File: config.mk
export PLATFORM = sky130hd
export DESIGN_NAME = axi_rd_slave
export DESIGN_NICKNAME = d
export VERILOG_FILES = /design/src/rtl/axi_rd_slave.sv
export SDC_FILE = /design/constraint.sdc
export NUM_CORES = 1
export LEC_CHECK = 0
export ABC_AREA = 1
export ABC_CLOCK_PERIOD_IN_PS = 3200
export CORE_UTILIZATION = 54
export DETAILED_ROUTE_END_ITERATION = 8
export PLACE_DENSITY = 0.92
export RECOVER_POWER = 100
export SETUP_SLACK_MARGIN = 0.3
export SKIP_CTS_REPAIR_TIMING = 1
export SKIP_LAST_GASP = 1
export SLEW_MARGIN = 40
export SYNTH_ARGS = -nofsm -noshare
export SYNTH_HDL_FRONTEND = slang
export SYNTH_SLANG_ARGS = --single-unit
File: constraint.sdc
create_clock -name clk -period 3.2 [get_ports clk]
set_input_delay 0.32 -clock clk [delete_from_list [all_inputs] [get_ports clk]]
set_output_delay 0.32 -clock clk [all_outputs]
set_load 0.01 [all_outputs]
File: src/rtl/axi_rd_slave.sv
// axi_rd_slave: AXI read slave (AR/R channels) returning SEED ^ beat-address pattern data.
// Optional feature macro AXI_RD_SLV_ERR_EN: beats at or beyond MEM_BYTES return SLVERR with zero data.
module axi_rd_slave #(
  parameter int unsigned ID_W      = 4,
  parameter int unsigned MEM_BYTES = 4096,
  parameter logic [31:0] SEED      = 32'hA5A5_0000
) (
  input  logic            clk,
  input  logic            rst,
  input  logic [ID_W-1:0] ARID,
  input  logic [31:0]     ARADDR,
  input  logic [7:0]      ARLEN,
  input  logic [2:0]      ARSIZE,
  input  logic [1:0]      ARBURST,
  input  logic            ARVALID,
  output logic            ARREADY,
  output logic [ID_W-1:0] RID,
  output logic [31:0]     RDATA,
  output logic [1:0]      RRESP,
  output logic            RLAST,
  output logic            RVALID,
  input  logic            RREADY,
  output logic [3:0]      RSTRB
);

  localparam logic [31:0] MEM_MASK = 32'(MEM_BYTES - 1);

  typedef enum logic {IDLE, BURST} state_e;
  typedef enum logic [1:0] {K_FIXED, K_INCR, K_WRAP} kind_e;

  typedef struct packed {
    logic [ID_W-1:0] id;
    logic [31:0]     addr;
    logic [7:0]      len;
    logic [1:0]      size;
    kind_e           kind;
  } req_t;

  state_e          state_q, state_d;
  req_t            cur_q, cur_d, pend_q, pend_d, new_req_c, load_req;
  logic            pend_valid_q, pend_valid_d;
  logic [7:0]      beat_q, beat_d;
  logic            arready_q, arready_d;
  logic            rvalid_q, rvalid_d;
  logic [ID_W-1:0] rid_q, rid_d;
  logic [31:0]     rdata_q, rdata_d;
  logic [1:0]      rresp_q, rresp_d;
  logic            rlast_q, rlast_d;
  logic [3:0]      rstrb_q, rstrb_d;
  logic            ar_hs, r_hs, last_hs, load, advance, oob;

  assign ar_hs   = ARVALID & arready_q;
  assign r_hs    = rvalid_q & RREADY;
  assign last_hs = r_hs & rlast_q;

  // Address following the current beat; WRAP keeps the low bits inside the aligned container.
  function automatic logic [31:0] next_addr(input logic [31:0] addr, input logic [7:0] len,
                                            input logic [1:0] size, input kind_e kind);
    logic [31:0] nb, incr, cont_mask;
    nb        = 32'd1 << size;
    incr      = (addr & ~(nb - 32'd1)) + nb;
    cont_mask = ((32'(len) + 32'd1) << size) - 32'd1;
    case (kind)
      K_FIXED: next_addr = addr;
      K_WRAP:  next_addr = (addr & ~cont_mask) | (incr & cont_mask);
      default: next_addr = incr;
    endcase
  endfunction

  // Normalise the incoming request: clamp size, fold reserved/illegal bursts into INCR.
  always_comb begin
    new_req_c.id   = ARID;
    new_req_c.addr = ARADDR;
    new_req_c.len  = ARLEN;
    new_req_c.size = (ARSIZE > 3'd2) ? 2'd2 : ARSIZE[1:0];
    if (ARBURST == 2'b00)
      new_req_c.kind = K_FIXED;
    else if (ARBURST == 2'b10 &&
             (ARLEN == 8'd1 || ARLEN == 8'd3 || ARLEN == 8'd7 || ARLEN == 8'd15))
      new_req_c.kind = K_WRAP;
    else
      new_req_c.kind = K_INCR;
  end

  always_ff @(posedge clk or posedge rst) begin
    if (rst) state_q <= IDLE;
    else     state_q <= state_d;
  end

  always_comb begin
    state_d = state_q;
    case (state_q)
      IDLE:    if (ar_hs) state_d = BURST;
      default: if (last_hs && !pend_valid_q && !ar_hs) state_d = IDLE;
    endcase
  end

  // Engine, pending slot and registered R-channel outputs.
  always_comb begin
    cur_d        = cur_q;
    beat_d       = beat_q;
    pend_d       = pend_q;
    pend_valid_d = pend_valid_q;
    rvalid_d     = rvalid_q;
    rid_d        = rid_q;
    rdata_d      = rdata_q;
    rresp_d      = rresp_q;
    rlast_d      = rlast_q;
    rstrb_d      = rstrb_q;
    load         = 1'b0;
    advance      = 1'b0;
    load_req     = new_req_c;
    oob          = 1'b0;

    if (state_q == IDLE) begin
      load = ar_hs;
    end else if (last_hs) begin
      if (pend_valid_q) begin
        load         = 1'b1;
        load_req     = pend_q;
        pend_valid_d = ar_hs;
        pend_d       = new_req_c;
      end else if (ar_hs) begin
        load = 1'b1;
      end else begin
        rvalid_d = 1'b0;
        rlast_d  = 1'b0;
      end
    end else begin
      if (ar_hs) begin
        pend_valid_d = 1'b1;
        pend_d       = new_req_c;
      end
      advance = r_hs;
    end

    if (load) begin
      cur_d   = load_req;
      beat_d  = 8'd0;
      rlast_d = (load_req.len == 8'd0);
    end else if (advance) begin
      cur_d.addr = next_addr(cur_q.addr, cur_q.len, cur_q.size, cur_q.kind);
      beat_d     = beat_q + 8'd1;
      rlast_d    = ((beat_q + 8'd1) == cur_q.len);
    end

    if (load || advance) begin
`ifdef AXI_RD_SLV_ERR_EN
      oob = (cur_d.addr & ~MEM_MASK) != 32'd0;
`else
      oob = 1'b0;
`endif
      rvalid_d = 1'b1;
      rid_d    = cur_d.id;
      rdata_d  = oob ? 32'd0 : (((cur_d.addr & MEM_MASK) & 32'hFFFF_FFFC) ^ SEED);
      rresp_d  = oob ? 2'b10 : 2'b00;
      case (cur_d.size)
        2'd0:    rstrb_d = 4'b0001 << cur_d.addr[1:0];
        2'd1:    rstrb_d = 4'b0011 << {cur_d.addr[1], 1'b0};
        default: rstrb_d = 4'hF;
      endcase
    end

    arready_d = !pend_valid_d;
  end

  always_ff @(posedge clk or posedge rst) begin
    if (rst) begin
      cur_q        <= '0;
      beat_q       <= 8'd0;
      pend_q       <= '0;
      pend_valid_q <= 1'b0;
      arready_q    <= 1'b0;
      rvalid_q     <= 1'b0;
      rid_q        <= '0;
      rdata_q      <= 32'd0;
      rresp_q      <= 2'b00;
      rlast_q      <= 1'b0;
      rstrb_q      <= 4'd0;
    end else begin
      cur_q        <= cur_d;
      beat_q       <= beat_d;
      pend_q       <= pend_d;
      pend_valid_q <= pend_valid_d;
      arready_q    <= arready_d;
      rvalid_q     <= rvalid_d;
      rid_q        <= rid_d;
      rdata_q      <= rdata_d;
      rresp_q      <= rresp_d;
      rlast_q      <= rlast_d;
      rstrb_q      <= rstrb_d;
    end
  end

  assign ARREADY = arready_q;
  assign RVALID  = rvalid_q;
  assign RID     = rid_q;
  assign RDATA   = rdata_q;
  assign RRESP   = rresp_q;
  assign RLAST   = rlast_q;
  assign RSTRB   = rstrb_q;

endmodule

==> results.yml <==
status:
  status: "finished, final reports clean"
worst_setup_path:
  critPathCapture: "RSTRB[1]"
  critPathKind: "input port to register"
  cp.arrival_ns: 3.15
  worstPathRequired_ns: 3.51
  cp-start-kind: "input port"
  r2r_end: "RDATA[5]"
  worstSetupStartpoint: "RREADY"
  r2r-start: "cur_q[3]"
  worstPathMaxFanout: 17
  reg2reg_depth: 18
  r2r_setup_slack_ns: 0.41
  crit_path_end_kind: "register"
global_route:
  grt_pass1_vias: 5142
  antenna_found_initial: 0
  track_usage_pct: 29.0
  grt_max_degree: 60
  globalRouteOverflowTotal: 0
  grt_first_pass_wirelength_um: 23600
route:
  wl_met2_um: 6840
  post_drt_wl_per_cell_um: 14.7
  dr.pass1.iters: 5
  wl_um: 14300
  dr.max_layer_used: "met4"
  drc: 0
  vias: 5484
  routed-wl-met3_um: 1110
  m1WireLength_um: 5770
  first_iter_violations: 556
  vias_per_cell: 5.65
  ant_nets: 0
power:
  ir_drop_mv: 0.430
  finalPower_mw: 2.02
  powerDensity_nw_per_um2: 313
  p_leak_nw: 3.36
sta:
  finalCritPeriodShare_pct: 88.8
  setup_viol: 0
  max_slew_margin_pct: 7.27
  skew_ns: 0.0217
  tightest_slew_ns: 1.38
  fmax_ghz: 0.352
  final_hold_viol_count: 0
  whs_ns: 0.481
  slew_viol_final: 0
  fin_crit_ns: 2.84
  setup-tns-final_ns: 0
  rsz0062_at_grt: "true"
worst_hold_path:
  min_path_type: "register to register"
synthesis:
  avgSynthCellArea_um2: 7.15
  synth_edf_count: 0
  yosysSeqAreaShare_pct: 39.6
  syn_area_um2: 5550
  synth_cell_types: 46
  synthArstFlopShare_pct: 100
  synthCells: 777
  ys_seq_elements: 88
  ys_warn_count: 0
  yosys_most_used_dff: "dfrtp_1"
clocking:
  clock_sinks: 88
  clk_pin_slew_ns: 0.09
  htreeDepth: 3
  ctsLongestPathBuffers: 2
  cts_tree: "done"
  cts_made_buffers: 9
  cts-root-buf: "clkbuf_8"
  clk_latency_ns: 0.37
place:
  hpwl_um: 10100
  dp_cells: 955
  io_buffers: 61
  gp_congestion: 0.933
flow_run:
  maxCapViolations: 0
floorplan:
  initial_core_util_pct: 56.3
  rows: 36
  die_x_um: 103
  die_area_um2: 10700
  ios: 98
  coreArea_um2: 9860
  dieHeight_um: 103
layout:
  drive_above_1_share_pct: 6.80
  num-nets-final: 893
  antenna_cells: 0
  nFillCells: 798
  instances_no_fill: 971
  area_delta_synth_final_pct: 16.0
==> stage by stage <==
step	util (%)	instance area (µm²)	setup WS (ns)
6_report	65.3	6440	0.358
5_1_grt	65.3	6440	0.149
4_1_cts	65.3	6440	0.384
3_5_place_dp	63.2	6240	0.400
3_3_place_gp	63.2	6240	0.497
2_1_floorplan	-	5610	0.447
==> state kept, by name, summed over array words and instances, names as in the netlist, 4 cells and up <==
| name | count |
|---|---|
| beat_q | 8 |
| RDATA | 11 |
| RID | 4 |
| RSTRB | 4 |
| pend_q | 28 |
| cur_q | 28 |
==> area by class of cell <==
| type | count | area, µm² | share of cell area (%) |
|---|---|---|---|
| clock inverters | 6 | 67.6 | 1.05 |
| well taps | 133 | 166 | 2.58 |
| repair buffers | 75 | 716 | 11.1 |
| clock buffers | 10 | 138 | 2.14 |
| flip-flops and latches | 88 | 2200 | 34.2 |
| inverters | 84 | 317 | 4.91 |
| multi-input cells | 575 | 2840 | 44.0 |
==> cells in the final DEF, fill, tap and decap left out, types with 4 or more instances in the layout <==
| cell | Yosys | layout |
|---|---|---|
| a31oi_1 | 6 | 6 |
| inv_2 | 8 | 7 |
| o22ai_1 | 9 | 9 |
| o221ai_1 | 4 | 4 |
| conb_1 | 1 | 16 |
| nor2_2 | 4 | 4 |
| nor2_1 | 46 | 44 |
| o21ai_1 | 6 | 5 |
| xor2_1 | 15 | 15 |
| nand3_1 | 76 | 76 |
| clkdlybuf4s50_1 | 0 | 31 |
| a21oi_1 | 17 | 17 |
| a22oi_1 | 6 | 6 |
| ha_1 | 6 | 6 |
| o21ai_0 | 50 | 50 |
| buf_4 | 23 | 9 |
| inv_1 | 75 | 74 |
| nand4_1 | 6 | 6 |
| nor2_4 | 3 | 5 |
| dfrtp_1 | 88 | 88 |
| xnor2_1 | 5 | 4 |
| a221oi_1 | 5 | 6 |
| clkbuf_8 | 0 | 10 |
| dlygate4sd3_1 | 0 | 30 |
| nor3_1 | 7 | 7 |
| nand2_2 | 5 | 4 |
| nand2_1 | 255 | 257 |
==> how the worst min path moves through the flow <==
stage,start,end,slack [ns],depth (start not counted)
after detailed placement,pend_q[4],pend_q[4],0.46,2
after global routing,RSTRB[3],RSTRB[3],0.51,2
after CTS,rst,cur_q[13],0.31,2
after floorplan,ARLEN[3],pend_q[7],0.44,2
after global placement,pend_q[8],pend_q[8],0.45,2
final,RDATA[7],RDATA[7],0.48,2
==> Yosys cell counts, types with 3 or more instances <==
library cell  count  area share [%]
dfrtp_1          88              40
xnor2_1           5            0.79
ha_1              6             1.4
a221oi_1          5            0.79
nand4_1           6            0.68
nor2_1           46             3.1
a31oi_1           6            0.68
a22oi_1           6            0.81
o21ai_1           6            0.54
a21oi_1          17             1.5
buf_4            23             3.1
xor2_1           15             2.4
or2_2             3            0.34
o211ai_1          3            0.41
nand3_1          76             6.8
nor3_1            7            0.63
nand2_1         255              17
nor2_2            4            0.45
o221ai_1          4            0.63
buf_2            10            0.90
inv_2             8            0.54
inv_1            75             5.1
nand2_2           5            0.56
o21ai_0          50             4.5
clkbuf_1         12            0.81
nor2_4            3            0.61
a22o_1            3            0.47
o22ai_1           9             1.0
==> kinds of logic (layout without fill, tap and decap cells) <==
group | after synthesis | after routing | synth area share, %
buf+inv | 129 | 175 | 10.5
fa+ha+maj | 7 | 7 | 1.71
flops | 88 | 88 | 39.6
other cells | 1 | 16 | 0.0675
compound gates | 116 | 116 | 12.5
xor+xnor | 20 | 20 | 3.15
simple gates | 416 | 416 | 32.4
==> metal layers <==
layer / up-vias / track usage, %
li1: 2616 / -
met1: 2553 / 37.2
met2: 263 / 47.1
met3: 52 / 5.44
met4: 0 / 14.5
met5: - / 0
==> worst max-delay path, stage by stage <==
cell and delay [ns]:
clkdlybuf4s50_1 0.48, nand2_1 0.11, nor2_1 0.21, inv_2 0.07, nor3_4 0.12, clkbuf_1 0.55, nor2_2 0.11, buf_4 0.24
nand2_1 0.08, o21ai_0 0.12, a31oi_1 0.27, inv_1 0.09, a21oi_1 0.22, nand2_1 0.10, nand2_1 0.06
==> report_power, final <==
group	switching [mW]	internal, mW
registers	0	1.11
clock network	0.427	0.385
logic	0.0518	0.0413
total	0.479	1.54
(Power assumes the default switching activity.)
